$ cat config.mk
export PLATFORM = sky130hd
export DESIGN_NAME = gpio_debounce
export DESIGN_NICKNAME = d
export VERILOG_FILES = /design/src/rtl/gpio_debounce.sv
export SDC_FILE = /design/constraint.sdc
export NUM_CORES = 1
export LEC_CHECK = 0
export ABC_AREA = 0
export BUFFER_PORTS_ARGS = -buffer_cell sky130_fd_sc_hd__buf_2
export CAP_MARGIN = 20
export CORE_MARGIN = 2
export CORE_UTILIZATION = 65
export CTS_CLUSTER_SIZE = 24
export DETAILED_ROUTE_END_ITERATION = 8
export GPL_TIMING_DRIVEN = 0
export PLACE_DENSITY = 0.87
export SYNTH_ARGS = -nofsm -noshare
export SYNTH_HDL_FRONTEND = slang
export SYNTH_SLANG_ARGS = --single-unit
$ cat constraint.sdc
create_clock -name CLK -period 17 [get_ports CLK]
set_clock_uncertainty 0.2 [all_clocks]
set_input_delay 1.7 -clock CLK [delete_from_list [all_inputs] [get_ports CLK]]
set_output_delay 1.7 -clock CLK [all_outputs]
set_load 0.1 [all_outputs]
$ cat src/rtl/gpio_debounce.sv
// gpio_debounce: per-pin synchroniser and stable-count debounce filter with bus registers; GPIO_DEBOUNCE_IRQ_EN adds sticky CHG flags and IRQ
module gpio_debounce #(
  parameter int ADDR_W  = 32,
  parameter int DATA_W  = 32,
  parameter int GPIO_W  = 8,
  parameter int CNT_W   = 16,
  parameter int THR_RST = 16
) (
  input  logic              CLK,
  input  logic              RST,
  input  logic [ADDR_W-1:0] ADDR,
  input  logic              WE,
  input  logic [DATA_W-1:0] WD,
  output logic [DATA_W-1:0] RD,
  input  logic [GPIO_W-1:0] PIN_IN,
  output logic [GPIO_W-1:0] GPI_OUT,
  output logic              IRQ
);
  localparam logic [ADDR_W-1:0] A_THR = ADDR_W'(32'h00);
  localparam logic [ADDR_W-1:0] A_BYP = ADDR_W'(32'h04);
  localparam logic [ADDR_W-1:0] A_STA = ADDR_W'(32'h08);
  localparam logic [ADDR_W-1:0] A_CHG = ADDR_W'(32'h0C);
  localparam logic [ADDR_W-1:0] A_RAW = ADDR_W'(32'h10);
  logic [GPIO_W-1:0] s1, s2, flt, byp, upd, ev, chg;
  logic [CNT_W-1:0]  thr;
  logic [CNT_W-1:0]  cnt    [GPIO_W];
  logic [CNT_W-1:0]  cnt_nx [GPIO_W];
  logic [CNT_W:0]    thr_eff, inc;
  logic              unused_wd;
  assign unused_wd = ^WD;
  assign thr_eff = (thr == '0) ? (CNT_W+1)'(1) : {1'b0, thr};
  assign GPI_OUT = flt;
  // two-flop synchroniser on the raw pads
  always_ff @(posedge CLK or posedge RST)
    if (RST) begin
      s1 <= '0;
      s2 <= '0;
    end else begin
      s1 <= PIN_IN;
      s2 <= s1;
    end
  // per-pin filter decision: load flt when bypassed, settled, or the count reaches the threshold
  always_comb begin
    inc = '0;
    upd = '0;
    for (int k = 0; k < GPIO_W; k++) begin
      inc       = {1'b0, cnt[k]} + 1'b1;
      upd[k]    = byp[k] | (s2[k] == flt[k]) | (inc >= thr_eff);
      cnt_nx[k] = upd[k] ? '0 : inc[CNT_W-1:0];
    end
    ev = upd & (s2 ^ flt);
  end
  // filtered state and stable counters
  always_ff @(posedge CLK or posedge RST)
    if (RST) begin
      flt <= '0;
      for (int k = 0; k < GPIO_W; k++) cnt[k] <= '0;
    end else begin
      flt <= (s2 & upd) | (flt & ~upd);
      for (int k = 0; k < GPIO_W; k++) cnt[k] <= cnt_nx[k];
    end
  // threshold and bypass configuration registers
  always_ff @(posedge CLK or posedge RST)
    if (RST) begin
      thr <= CNT_W'(THR_RST);
      byp <= '0;
    end else if (WE) begin
      if (ADDR == A_THR) thr <= WD[CNT_W-1:0];
      if (ADDR == A_BYP) byp <= WD[GPIO_W-1:0];
    end
`ifdef GPIO_DEBOUNCE_IRQ_EN
  // sticky change flags, a new event wins over a same-cycle clear
  always_ff @(posedge CLK or posedge RST)
    if (RST) chg <= '0;
    else     chg <= (chg & ~((WE && ADDR == A_CHG) ? WD[GPIO_W-1:0] : '0)) | ev;
  assign IRQ = |chg;
`else
  logic unused_ev;
  assign unused_ev = ^ev;
  assign chg = '0;
  assign IRQ = 1'b0;
`endif
  // combinational read mux, unmapped addresses read zero
  always_comb
    RD = (ADDR == A_THR) ? DATA_W'(thr) :
         (ADDR == A_BYP) ? DATA_W'(byp) :
         (ADDR == A_STA) ? DATA_W'(flt) :
         (ADDR == A_CHG) ? DATA_W'(chg) :
         (ADDR == A_RAW) ? DATA_W'(s2)  : '0;
endmodule

==> summary.txt, run 1 <==
Power
  – Leak: 0.00623 uW
  – P per Cell Area: 68.5 nW/um^2
  – Maximum VDD drop: 0.0000784 V

STA
  – Worst-margin pin slew: 0.908 ns
  – Final setup viols: 0
  – Final period utilization: 0.354
  – Hold slack: 0.147 ns
  – Tmin final: 6.03 ns
  – RSZ-0062 raised after global routing: no
  – Slew Limit Fails: 0
  – Max-slew headroom: 0.392
  – Fin. Hold Viols: 0
  – F_max: 166 MHz
  – Setup_tns: 0 ns

Synth
  – Synth Cell Area: 11400 sq um
  – Synth Area per Inst: 9.88 sq um
  – Synth unique cells: 78
  – Yosys warns: 0
  – Seq cells post-synth: 176
  – Ys flop type: dfrtp_1
  – Post-synth top cells: 175 x dfrtp_1, 107 x ha_1, 102 x nor2_1
  – Cell taking the most area after synthesis: dfrtp_1
  – Post-synthesis compound-gate area fraction: 0.112
  – Area share of fa/ha/maj cells after synthesis: 0.126
  – Post-synthesis mux area share: 0.0329
  – Largest family of logic cells by synthesized area: simple AND/OR/NAND/NOR gates
  – EDFF count, synth: 0
  – Post-Synth Simple-Gate Area: 0.201
  – Xor and xnor area share after synthesis: 0.101
  – Synth top area share: 0.385
  – Asr flop ratio synth: 1.00
  – Most frequent cell after synthesis: dfrtp_1
  – Post-Syn Instances: 1152
  – Synth top area cells: dfrtp_1 38%, ha_1 12%, xnor2_1 5.8%, nor2_1 3.4%, xor2_1 3.3%
  – Post-synthesis sequential area ratio: 0.387

Routing
  – Post-route ant nets: 0
  – Initial DRC count: 821
  – Vias: 9531
  – First drt pass iteration count: 5
  – # DRC: 0
  – Via density: 6.32
  – Routed WL per cell: 19.7 microns
  – Final WL: 29800 microns

Die
  – Die height: 136 microns
  – Die area: 18600 sq um
  – IO Pins: 116
  – Row count: 48
  – Die W: 136 microns
  – Initial Util: 0.663
  – Core Footprint: 17200 sq um

Setup path
  – WP data arrival: 4.13 ns
  – Slowest CP cell: clkbuf_1
  – Critical path, cell by cell: buf_2, nor4_1, nand4_1, nor3_1, clkbuf_1, nand2_1, nor2_1, buf_2
  – Crit-path most repeated cell: buf_2
  – Critical path class: input port to output pin
  – CP Capture Type: output pin
  – Critical path startpoint category: input port
  – Worst path max stage delay: 0.60 ns
  – Required time of the critical path: 15.10 ns
  – Crit Path Max Fanout: 10

Clock network
  – Clock sinks: 176
  – Hold_buf cts: 0
  – Post-CTS setup buffers: 0
  – Clock tree buffer depth: 2
  – CTS tree: yes
  – Htree depth: 4
  – CTS root buf: clkbuf_16
  – Skew-Pair Late Insertion Delay: 0.44 ns
  – Clk pin slew, worst setup/hold paths: 0.07 ns
  – CTS buffer count: 17
  – Post-cts resize count: 0

Hold path
  – Hold WC Path Type: flop to flop

GRT
  – Total congestion overflow: 0
  – Total Routing Usage GR: 0.333
  – Vias in the first global route: 9365
  – Initial antenna violation count: 0
  – Wire length of the first global-routing pass: 47100 microns
  – Largest net degree at the start of global routing: 115

Layout
  – Layout cells sized above 1: 0.153
  – Final nets: 1451
  – Layout area overhead: 11.9%
  – Number of diodes: 0

Outcome
  – Status: finished, final reports clean

Placement
  – GPL Wtd Cong: 0.901
  – DP Wirelength: 20500 microns
  – Port Buffers: 80

Run
  – MaxCap Viol Count: 0
## power breakdown
group          internal [uW]  switching (uW)  leakage, uW  total [uW]
Combinational           14.2            44.4      0.00354        58.6
Sequential               422            3.44      0.00240         425
Clock                    224             165     0.000288         389
## placed cells by master, fill, tap and decap left out, types with 10 or more instances in the layout
cell       synthesis  routed
dfrtp_1          175     175
ha_1             107     107
nor2_1           102     102
buf_2              8      89
xnor2_1           76      76
nand3_1           63      63
nand2_1           60      60
nor2b_1           60      60
inv_1             50      49
xor2_1            43      43
and3_1            39      39
nand4_1           33      33
a21oi_1           30      30
mux2_2            29      29
o21ai_0           21      21
a21o_1            19      19
buf_4             19      19
conb_1             1      17
clkbuf_16          0      17
clkbuf_1          13      16
nor4_1            14      14
nor3_1            13      13
a22oi_1           11      11
o211a_1           11      11
o22ai_1           10      10
## flip-flops by register name, summed over array words and instances (netlist names), named ones only
register / count
cnt: 128
s2: 8
thr: 16
byp: 8
s1: 8
## through the flow
stage	setup WS, ns	utilization	area [sq um]	std cells	power [uW]
final	10.97	0.742	12700	1507	873
after floorplan	10.33	-	11400	1168	475
after CTS	11.03	0.742	12700	1507	874
after global routing	10.79	0.742	12700	1507	897
after detailed placement	11.03	0.708	12200	1475	491
after global placement	8.48	0.706	12100	1473	490
## final cells by class
type	instances	area (sq um)
flip-flops and latches	176	4410
inverters	52	203
repair buffers	82	433
plain buffers	42	254
clock inverters	10	111
multi-input cells	898	6590
well taps	225	282
clock buffers	22	464
fillers	1225	4440
## final timing paths
check,from,endpoint,slack [ns],cells after the start
max in group asynchronous,RST,cnt[121],14.57,3
setup / recovery,ADDR[16],RD[10],10.97,8
setup reg to reg,thr[5],cnt[124],12.17,14
hold reg to reg,s1[6],s2[6],0.15,0
min in group asynchronous,RST,cnt[92],1.08,2
hold / removal,s1[6],s2[6],0.15,0
## cell families (layout without fill, tap and decap cells)
group | count (synthesis) | in the layout
compound gates | 174 | 174
xor+xnor | 124 | 124
fa+ha+maj | 116 | 116
buf+inv | 94 | 208
flops | 176 | 176
mux | 33 | 33
other cells | 1 | 17
simple gates | 434 | 434
## worst max-delay path: cells and delay by family
| family | cells | cell delay [ns] |
|---|---|---|
| AND/OR/NAND/NOR | 5 | 1.28 |
| buffers and inverters | 3 | 1.14 |
## per-layer routing
layer	share of wire	up-vias	routed length [microns]	track usage
li1	-	4334	-	-
met2	0.47	486	14100	0.548
met1	0.40	4617	12000	0.422
met3	0.084	94	2490	0.0746
met5	0	-	0	0
met4	0.040	0	1190	0.149
No activity file was read; power rests on OpenSTA's default activity.
==> run 2: changes to the inputs <==
--- a/config.mk
+++ b/config.mk
@@ -9,11 +9,11 @@
 export BUFFER_PORTS_ARGS = -buffer_cell sky130_fd_sc_hd__buf_2
 export CAP_MARGIN = 20
 export CORE_MARGIN = 2
-export CORE_UTILIZATION = 65
+export CORE_UTILIZATION = 60
 export CTS_CLUSTER_SIZE = 24
 export DETAILED_ROUTE_END_ITERATION = 8
 export GPL_TIMING_DRIVEN = 0
-export PLACE_DENSITY = 0.87
+export PLACE_DENSITY = 0.81
 export SYNTH_ARGS = -nofsm -noshare
 export SYNTH_HDL_FRONTEND = slang
 export SYNTH_SLANG_ARGS = --single-unit
==> constraint.sdc (replaced) <==
create_clock -name CLK -period 5.8 [get_ports CLK]
set_clock_uncertainty 0.2 [all_clocks]
set_input_delay 0.58 -clock CLK [delete_from_list [all_inputs] [get_ports CLK]]
set_output_delay 0.58 -clock CLK [all_outputs]
set_load 0.1 [all_outputs]
==> summary.txt, run 2 (synthesized netlist as in run 1, its figures left out) <==
Outcome
  – Status: finished, final reports clean (unchanged)

Power
  – Leak: 0.00622 uW (was 0.00623 uW)
  – P per Cell Area: 200 nW/um^2 (was 68.5 nW/um^2)
  – Maximum VDD drop: 0.000193 V (was 0.0000784 V)

GRT
  – Total Routing Usage GR: 0.302 (was 0.333)
  – Wire length of the first global-routing pass: 46400 microns (was 47100 microns)
  – Initial antenna violation count: 1 (was 0)
  – Total congestion overflow: 0 (unchanged)
  – Vias in the first global route: 9132 (was 9365)
  – Largest net degree at the start of global routing: 132 (was 115)

Die
  – Core Footprint: 18600 sq um (was 17200 sq um)
  – Initial Util: 0.610 (was 0.663)
  – Die W: 142 microns (was 136 microns)
  – Die area: 20100 sq um (was 18600 sq um)
  – IO Pins: 116 (unchanged)
  – Die height: 142 microns (was 136 microns)
  – Row count: 50 (was 48)

STA
  – Worst-margin pin slew: 1.06 ns (was 0.908 ns)
  – Final period utilization: 0.847
  – Tmin final: 4.91 ns
  – F_max: 203 MHz
  – Slew Limit Fails: 0 (unchanged)
  – Max-slew headroom: 0.288 (was 0.392)
  – RSZ-0062 raised after global routing: no (unchanged)
  – Hold slack: 0.0400 ns (was 0.147 ns)
  – Final setup viols: 0 (unchanged)
  – Fin. Hold Viols: 0 (unchanged)

Setup path
  – Required time of the critical path: 5.93 ns (was 15.10 ns)
  – Critical path class: flop to flop (was input port to output pin)
  – Worst r2r path cells: 13 (was 14)
  – WP data arrival: 5.04 ns (was 4.13 ns)
  – Crit Path Max Fanout: 10 (unchanged)
  – Critical path startpoint category: flop (was input port)
  – CP Capture Type: flop (was output pin)
  – Reg2Reg Setup Slack: 0.89 ns (was 12.17 ns)
  – Worst reg2reg startpoint: thr[10] (was thr[5])

Hold path
  – Hold worst-path end: s1[7] (was s2[6])
  – Hold WC Path Type: input port to flop (was flop to flop)
  – Worst hold path depth: 1 (was 0)
  – Hold Startpoint: PIN_IN[7] (was s1[6])

Clock network
  – Skew-Pair Late Insertion Delay: 0.44 ns (about the same)
  – Post-cts resize count: 0 (unchanged)
  – Clk pin slew, worst setup/hold paths: 0.07 ns (about the same)
  – CTS buffer count: 17 (unchanged)
  – Post-CTS setup buffers: 0 (unchanged)
  – Clock tree buffer depth: 2 (unchanged)
  – Hold_buf cts: 1 (was 0)
  – CTS root buf: clkbuf_16 (unchanged)
  – CTS tree: yes (unchanged)
  – Clock sinks: 176 (unchanged)
  – Htree depth: 4 (unchanged)

Routing
  – Vias: 9208 (was 9531)
  – # DRC: 0 (unchanged)
  – Via density: 6.07 (was 6.32)
  – Final WL: 29200 microns (was 29800 microns)
  – Routed WL per cell: 19.2 microns (was 19.7 microns)
  – Initial DRC count: 681 (was 821)
  – Post-route ant nets: 0 (unchanged)
  – First drt pass iteration count: 8 (was 5)

Layout
  – Most common library cell in the layout ignoring fill and taps: dfrtp_1 (unchanged)
  – Number of diodes: 0 (unchanged)
  – Layout cells sized above 1: 0.155 (was 0.153)
  – Final design utilization: 0.684 (was 0.742)
  – Final nets: 1451 (unchanged)
  – Leading cell types in the layout, fill and taps excluded: 175 x dfrtp_1, 107 x ha_1, 102 x nor2_1 (unchanged)
  – Largest Register: cnt (unchanged)
  – Largest registers: cnt (128), thr (16) (unchanged)
  – Layout area overhead: 12.1% (was 11.9%)
  – Max FFs per register: 128 (unchanged)

Placement
  – Port Buffers: 80 (unchanged)
  – DP Wirelength: 20400 microns (was 20500 microns)
  – GPL Wtd Cong: 0.919 (was 0.901)

Run
  – MaxCap Viol Count: 0 (unchanged)
run 2: worst max-delay path by stage:
stage	cells past startpoint	slack, ns	startpoint	endpoint
final	13	0.89	thr[10]	flop
after global routing	14	0.81	thr[10]	cnt[124]
after CTS	13	0.98	thr[5]	flop
after detailed placement	13	1.0	thr[5]	flop
after global placement	2	-1.74	RST	cnt[46]
after floorplan	1	0.25	RST	async pin
run 2: through the flow:
step / std cells / TNS, ns / setup WS, ns / instance area [sq um] / power (uW)
2_1_floorplan: 1168 / 0 / 0.248 / 11400 / 1390
5_1_grt: 1516 / 0 / 0.808 / 12800 / 2620
4_1_cts: 1516 / 0 / 0.981 / 12800 / 2560
3_5_place_dp: 1483 / 0 / 0.996 / 12200 / 1440
6_report: 1516 / 0 / 0.886 / 12800 / 2550
3_3_place_gp: 1482 / -300.58 / -1.74 / 12100 / 1440
run 2: metal layers:
metal | global-route usage | vias to the layer above | wire length, microns
met4 | 0.132 | 2 | 1000
met2 | 0.499 | 334 | 13800
met1 | 0.377 | 4479 | 11900
li1 | - | 4317 | -
met3 | 0.0759 | 76 | 2380
met5 | 0 | - | 11
run 2: cell type report:
cell class                 instances  area (sq um)
multi-input combinational        898          6590
fill                            1425          5890
sequential                       176          4410
clock buffer                      20           467
timing repair buffer              82           438
tap                              234           293
buffer                            42           254
inverter                          52           203
clock inverter                    12           108
run 2: where the power goes:
group / total [uW] / switching [uW] / internal [uW]
Sequential: 1240 / 9.02 / 1240
Clock: 1130 / 505 / 626
Combinational: 172 / 130 / 42.1
Total: 2550 / 645 / 1900
run 2: critical path: stages (launching register included):
cell and delay (ns):
dfrtp_1 0.42, buf_2 0.27, clkbuf_1 0.34, nor4_1 0.44, a41o_1 0.61, ha_1 0.34
nand2b_1 0.14, a21o_1 0.18, maj3_2 0.29, a311oi_1 0.35, o221ai_1 0.22, a311oi_2 0.39
o211ai_2 0.27, mux2_4 0.36
